## config.mk

```make
export PLATFORM = sky130hd
export DESIGN_NAME = jleugeri_demon_baby
export DESIGN_NICKNAME = d
export VERILOG_FILES = /design/src/rtl/jleugeri_demon_baby.sv
export SDC_FILE = /design/constraint.sdc
export NUM_CORES = 1
export LEC_CHECK = 0
export ABC_AREA = 1
export CAP_MARGIN = 40
export CORE_ASPECT_RATIO = 0.5
export CORE_MARGIN = 2
export CORE_UTILIZATION = 51
export CTS_CLUSTER_DIAMETER = 60
export DETAILED_ROUTE_END_ITERATION = 10
export PLACE_DENSITY = 0.74
export SETUP_SLACK_MARGIN = 0.15
export SYNTH_ARGS = -nofsm -noshare
export SYNTH_HDL_FRONTEND = slang
export SYNTH_SLANG_ARGS = --single-unit
```

## constraint.sdc

```tcl
create_clock -name clk -period 2.7 [get_ports clk]
set_clock_uncertainty 0.2 [all_clocks]
set_input_delay 0.405 -clock clk [delete_from_list [all_inputs] [get_ports clk]]
set_output_delay 0.405 -clock clk [all_outputs]
set_load 0.05 [all_outputs]
```

## src/rtl/jleugeri_demon_baby.sv

```systemverilog
// jleugeri_demon_baby
//   Virtual-pet game core. Three 4-bit needs (hunger, boredom, tiredness)
//   grow on a slow prescaled game tick. Button presses relieve them. A small
//   mood FSM (AWAKE / ASLEEP / RAGING) and a saturating age counter are
//   reported on the outputs.
//
// Ports
//   clk      system clock
//   rst_n    synchronous reset, active HIGH (asserted when 1)
//   ui_in    [0]=feed [1]=play [2]=sleep buttons, [4:3]=need select, [7:5] unused
//   uo_out   [3:0]=selected need, [5:4]=state, [6]=tick pulse, [7]=rage flag
//   uio_in   unused
//   uio_out  age in ticks, saturating at 255
//   uio_oe   constant 8'hFF
//   ena      ignored
`timescale 1ns/1ps
module jleugeri_demon_baby #(
    parameter int MAX_COUNT = 10_000_000
) (
    input  logic       clk,
    input  logic       rst_n,
    input  logic [7:0] ui_in,
    output logic [7:0] uo_out,
    input  logic [7:0] uio_in,
    output logic [7:0] uio_out,
    output logic [7:0] uio_oe,
    input  logic       ena
);

    typedef enum logic [1:0] {
        AWAKE  = 2'd0,
        ASLEEP = 2'd1,
        RAGING = 2'd2
    } state_t;

    localparam int              CW   = $clog2(MAX_COUNT);
    localparam logic [CW-1:0]   LAST = CW'(MAX_COUNT - 1);

    logic [CW-1:0] count;
    logic [2:0]    btn_prev;
    logic [3:0]    hunger, boredom, tiredness;
    logic [7:0]    age;
    state_t        state, state_next;

    logic          tick;
    logic [2:0]    press;
    logic          asleep, feed_ok, play_ok;
    logic signed [6:0] hunger_sum, boredom_sum, tiredness_sum;
    logic [3:0]    max_need, sel_need;

    // Needs are summed at a wider signed width so both directions can clamp
    // instead of wrapping.
    function automatic logic [3:0] clamp(input logic signed [6:0] v);
        if (v < 0)
            return 4'd0;
        else if (v > 15)
            return 4'd15;
        else
            return v[3:0];
    endfunction

    assign tick    = (count == LAST);
    // A press is a rising edge against last cycle's button level.
    assign press   = ui_in[2:0] & ~btn_prev;
    assign asleep  = (state == ASLEEP);
    assign feed_ok = press[0] && !asleep;
    assign play_ok = press[1] && !asleep;

    assign hunger_sum    = $signed({3'b000, hunger})
                         + (tick    ? 7'sd1 : 7'sd0)
                         - (feed_ok ? 7'sd4 : 7'sd0);
    assign boredom_sum   = $signed({3'b000, boredom})
                         + (tick    ? 7'sd1 : 7'sd0)
                         - (play_ok ? 7'sd4 : 7'sd0);
    assign tiredness_sum = $signed({3'b000, tiredness})
                         + (tick    ? (asleep ? -7'sd2 : 7'sd1) : 7'sd0)
                         + (play_ok ? 7'sd2 : 7'sd0);

    // NOTE: sequential state uses non-blocking assignments so every register
    // samples the pre-edge values regardless of statement order.
    always_ff @(posedge clk) begin
        if (rst_n) begin
            count     <= '0;
            btn_prev  <= '0;
            hunger    <= '0;
            boredom   <= '0;
            tiredness <= '0;
            age       <= '0;
            state     <= AWAKE;
        end else begin
            count     <= tick ? '0 : count + 1'b1;
            btn_prev  <= ui_in[2:0];
            hunger    <= clamp(hunger_sum);
            boredom   <= clamp(boredom_sum);
            tiredness <= clamp(tiredness_sum);
            if (tick && age != 8'hFF)
                age <= age + 8'd1;
            state     <= state_next;
        end
    end

    // Mood decisions look at the registered needs, so they lag a need change
    // by one cycle.
    always_comb begin
        // NOTE: default first so every path assigns state_next and no latch
        // is inferred.
        state_next = state;
        case (state)
            ASLEEP: begin
                if (hunger == 4'd15)
                    state_next = RAGING;
                else if (press[2])
                    state_next = AWAKE;
                else if (tiredness == 4'd0)
                    state_next = AWAKE;
            end
            RAGING: begin
                if (hunger <= 4'd11 && boredom <= 4'd11 && tiredness <= 4'd11)
                    state_next = AWAKE;
            end
            default: begin
                // AWAKE, and the unused encoding behaves as AWAKE.
                state_next = AWAKE;
                if (hunger == 4'd15 || boredom == 4'd15 || tiredness == 4'd15)
                    state_next = RAGING;
                else if (press[2])
                    state_next = ASLEEP;
            end
        endcase
    end

    always_comb begin
        max_need = hunger;
        if (boredom > max_need)
            max_need = boredom;
        if (tiredness > max_need)
            max_need = tiredness;

        case (ui_in[4:3])
            2'd0:    sel_need = hunger;
            2'd1:    sel_need = boredom;
            2'd2:    sel_need = tiredness;
            default: sel_need = max_need;
        endcase
    end

    assign uo_out  = {(state == RAGING), tick, state, sel_need};
    assign uio_out = age;
    assign uio_oe  = 8'hFF;

    logic unused;
    assign unused = &{1'b0, ena, uio_in, ui_in[7:5]};

endmodule

```

Yosys cells after proc, flatten, opt, wreduce, memory -nomap -nowiden. Index checks and enable logic that the tools add are counted.

Memories: 0. Input bits: 19. Bits in writable memories: 0. Logic and storage cells: 73. Bits in latches: 0. Output and inout bits: 24. Register bits: 49. Memory bits (read-only): 0.

Multiplexer cells: 19. Equality and inequality tests: 11. Divide/modulo/power cells: 0. Multiply operators: 0. Reduce and logical (&&, ||, !) cells: 15. $lt $le $gt $ge: 11. Bitwise logic cells: 2. Add/subtract/negate cells: 8. Shifts and indexed selects: 0.

Operators with widths (count): $add A24 B1 Y24 const B (1); $eq A24 B24 Y1 const B (1); $mux W4 (5); $add A5 B7 Y7 (2); $gt A7 B5 Y1 const B (2); $lt A7 B1 Y1 const B (2); $mux W7 (2); $eq A4 B4 Y1 const B (3); $le A4 B4 Y1 const B (3); $mux W2 (6); $pmux W4 S3 (1); $add A8 B1 Y8 const B (1); $gt A4 B4 Y1 (2); $ne A8 B8 Y1 const B (1); $reduce_or A2 Y1 (4); $add A7 B3 Y7 (1); $sub A7 B4 Y7 (1); $gt A6 B5 Y1 const B (1); $lt A6 B1 Y1 const B (1); $mux W3 (2); $sub A5 B3 Y6 (1); $add A4 B1 Y5 (1); $logic_and A1 B1 Y1 (5); $eq A2 B1 Y1 const B (2); other kinds (12) (15).

Longest topological paths before layout.
Depth in word-level cells: 7. Depth in mapped cells: 17. Gate-level depth less buffers: 17.

Worst setup path before layout. Ideal clock, no wire load.

Path kind: reg-to-output. Start point: reg hunger[1]. End point: out uo_out[3]. Path buffers: 0. Data required time: 2.095 ns. Setup slack: -0.436 ns. Arrival time: 2.531 ns. Cell stages (with the launch flop): 16. Cells stage by stage: dfxtp_1 -> inv_1 -> ha_1 -> a21oi_1 -> o21ai_0 -> nand2_1 -> nand2_1 -> o21ai_0 -> ha_1 -> nand2_1 -> o21ai_0 -> nand2_1 -> o21ai_0 -> inv_1 -> nand2_1 -> nand2_1.

Word-level cells in the longest chain between the ends: 5.

Ends and longest elaborated chain: from (decl) (RTL line 41) `logic [3:0] hunger, boredom, tiredness;`; from (signal assigned) (RTL line 93) `hunger <= clamp(hunger_sum);`; $gt A4 B4 Y1 (RTL line 134) `if (boredom > max_need)`; $mux W4 * (RTL line 134); $gt A4 B4 Y1 (RTL line 136) `if (tiredness > max_need)`; $mux W4 * (RTL line 136); $pmux W4 S3 * (RTL line 139) `case (ui_in[4:3])`; to (decl) (RTL line 23) `output logic [7:0] uo_out,`.

Every way passes the cells marked *; elsewhere a longest branch is shown, timed or not.

Worst setup path after layout.
Start point: reg hunger[1]. End point: out uo_out[0].

Same word-level chain as after synthesis.

==> results.md <==
* Status: finished with violations
* Failing checks: setup timing
* Drt total wl at 9280 µm
* Overall Global Routing Usage at 23.7%
* Final WS setup at -0.593 ns
* WL/cell at 13.6 µm
* DP Worst Slack at -0.198 ns
* Clock transition at path regs at 0.07 ns
* DPL Wire Length at 6200 µm
* Cts hold-fix bufs at 0
* Commonest non-fill, non-tap cell in the layout: nand2_1
* Crit path time final at 3.29 ns
* CP Max Fanout at 7
* Seq cells post-synth at 49
* Netlist Area Pre-Place at 3470 µm²
* Syn. warnings at 0
* Cell variety after synth at 38
* FF-to-FF setup slack at 0.02 ns
* RSZ-0062 raised after global routing: yes
* Cts bufs inserted at 5
* MaxCap Viol Count at 0
* Pwr per Cell Area at 941 nW/µm²
* Via density at 5.21
* Total power draw at 4.59 mW
* Depth of the most critical reg-to-reg path at 15
* First-pass GRT wire length at 14500 µm
* Area growth from synthesis to layout at 40.5%
* Initial DRC count at 268
* FP Rows at 21
* Commonest non-fill, non-tap cells in the layout: nand2_1, inv_1, buf_4
* CORE AREA at 6620 µm²
* Arr. time, crit path at 2.69 ns
* FILL cells at 478
* TritonCTS Sinks at 49
* Vias at 3551
* Die Height at 62.3 µm
* Req. time, crit path at 2.10 ns
* CP Capture Type: output port
* Critical path endpoint: uo_out[0]
* LEAKAGE at 2.07 nW
* Syn Area/Cell at 6.86 µm²
* Reg2reg end: tiredness[3]$_SDFF_PP0_
* Initial antenna violation count at 0
* Hold path start: count[4]$_SDFF_PP0_
* Critical setup path kind: flop to output port
* Post-Synthesis Cells at 506
* I/O pins at 43
* H-tree Lvls at 2
* RD Place Congestion at 0.883
* Final Core Density at 73.6%
* Worst Setup Start Kind: flop
* Register area at 1010 µm²
* CTS max path bufs at 2
* Clock Root Buffer: clkbuf_16
* DRC at 0
* Worst skew pair latency at 0.29 ns
* Ant. Diodes at 0
* Area of the multi-input gates at 2560 µm²
* Layout Nets at 641
* Hold WC Path Type: flop to flop
* Global route overflow at 0
* Tcrit/Tclk final at 122%
* Seq/Total Area, Yosys at 28.3%
* Peak supply drop at 0.556 mV
* Starting Density at 52.4%
* Max-slew violations at 0
* Slew headroom at 66.2%
* Worst reg2reg path startpoint: count[1]$_SDFF_PP0_
* TritonCTS clock tree: done
* Worst-margin pin slew at 0.506 ns
* Share of cells above drive strength 1 at 33.8%
* Fmax at 304 MHz
* IO Port Bufs at 22
* Final Hold Viols at 0
* Endpoints failing setup at 4
* Post-route ant nets at 0
* Vias in the first global route at 3263
* Chip width at 121 µm
* Worst setup path start: hunger[1]$_SDFF_PP0_
* Die footprint at 7520 µm²
* First drt pass iteration count at 4
* Largest net degree at the start of global routing at 24
[per-layer routing]
layer  track usage [%]  up-vias  share of wire [%]
met3              4.32       27                5.1
li1                  -     1783                  -
met5                 0        -                  0
met2              40.5      111                 49
met4              8.58        0                2.2
met1              30.0     1630                 44
[worst min-delay path by stage]
| stage | end | depth (start not counted) |
|---|---|---|
| 2_1_floorplan | count[0]$_SDFF_PP0_ | 1 |
| 3_3_place_gp | count[23]$_SDFF_PP0_ | 2 |
| 3_5_place_dp | count[23]$_SDFF_PP0_ | 2 |
| 4_1_cts | count[23]$_SDFF_PP0_ | 2 |
| 5_1_grt | count[4]$_SDFF_PP0_ | 2 |
| 6_report | count[4]$_SDFF_PP0_ | 2 |
[logic make-up (layout without fill, tap and decap cells)]
kind of cell / after synthesis / count (layout) / synth area share [%]
compound gates: 60 / 60 / 9.23
xor+xnor: 19 / 19 / 4.80
fa+ha+maj: 34 / 34 / 12.7
buf+inv: 96 / 172 / 11.6
flops: 49 / 49 / 28.3
other cells: 1 / 8 / 0.108
simple gates: 247 / 247 / 33.3
[synthesized netlist by cell type]
| cell type | instances | area, µm² |
|---|---|---|
| or2_2 | 3 | 18.8 |
| nor3b_1 | 6 | 45.0 |
| nor2_1 | 56 | 210 |
| a211oi_1 | 1 | 7.51 |
| nor2_4 | 2 | 22.5 |
| nand2_2 | 4 | 25.0 |
| or2_0 | 2 | 12.5 |
| xnor2_1 | 3 | 26.3 |
| ha_1 | 32 | 400 |
| o21ai_0 | 15 | 75.1 |
| inv_2 | 6 | 22.5 |
| a21oi_1 | 35 | 175 |
| nor3_4 | 1 | 16.3 |
| o22ai_1 | 3 | 18.8 |
| nor3_1 | 18 | 90.1 |
| clkinv_1 | 1 | 3.75 |
| nand3b_1 | 2 | 15.0 |
| and3_1 | 2 | 12.5 |
| o211ai_1 | 2 | 15.0 |
| nand3_2 | 3 | 30.0 |
| a221oi_1 | 1 | 8.76 |
| nor3b_2 | 1 | 12.5 |
| buf_4 | 11 | 82.6 |
| xor2_1 | 16 | 140 |
| nand3_1 | 26 | 130 |
| buf_2 | 1 | 5.00 |
| o21a_1 | 1 | 7.51 |
| a31oi_1 | 2 | 12.5 |
| clkbuf_1 | 1 | 3.75 |
| conb_1 | 1 | 3.75 |
| inv_1 | 76 | 285 |
| dfxtp_1 | 49 | 981 |
| nand2_1 | 100 | 375 |
| nand4_1 | 15 | 93.8 |
| nor4_1 | 1 | 6.26 |
| fa_1 | 2 | 40.0 |
| nor2_2 | 3 | 18.8 |
| nor3_2 | 2 | 20.0 |
[metrics by stage]
stage / instance area, µm² / hold slack, ns / setup TNS (ns) / instances
floorplan: 3620 / 0.219 / 0 / 513
global placement: 4250 / 0.280 / -1.74 / 660
detailed placement: 4250 / 0.284 / -1.94 / 660
CTS: 4600 / 0.294 / -1.83 / 671
global route: 4870 / 0.311 / -3.00 / 681
finish: 4870 / 0.275 / -2.24 / 681
[what timing repair did]
action | in CTS | in global routing
endpoints found under the hold margin | 0 | 0
pin swaps | 28 | 29
buffers inserted | 3 | 10
gates resized for setup | 41 | 53
endpoints found under the setup margin | 16 | 16
gates cloned | 0 | 0
[registers in the layout, indices dropped and copies added (netlist names)]
| name | cells |
|---|---|
| count | 24 |
| uio_out | 8 |
| boredom | 4 |
| hunger | 4 |
| tiredness | 4 |
| btn_prev | 3 |
| state | 2 |
[worst max-delay path, stage by stage, from the launching register on]
cell and delay, ns:
dfxtp_2 0.33, inv_2 0.05, ha_4 0.27, a21oi_2 0.05, o21ai_2 0.19, nand2_4 0.13
nand2_1 0.11, o21ai_2 0.08, ha_4 0.29, nand2_2 0.05, o21ai_2 0.16, buf_4 0.14
buf_4 0.09, nand3_1 0.09, nand3_2 0.13, nand2_4 0.06, buf_12 0.15
[area by class of cell]
| type | count | area share (%) |
|---|---|---|
| clock buffers | 7 | 2.93 |
| clock inverters | 1 | 0.616 |
| inverters | 83 | 6.39 |
| multi-input cells | 368 | 52.5 |
| flip-flops and latches | 49 | 20.7 |
| well taps | 92 | 2.36 |
| repair buffers | 81 | 14.5 |
[power breakdown]
part | switching (mW) | total [mW] | leakage [nW] | internal (mW)
logic | 1.64 | 2.99 | 1.58 | 1.35
registers | 0.0569 | 0.849 | 0.407 | 0.792
clock network | 0.280 | 0.743 | 0.0841 | 0.463
total | 1.98 | 4.59 | 2.07 | 2.60
(Power assumes the default switching activity.)
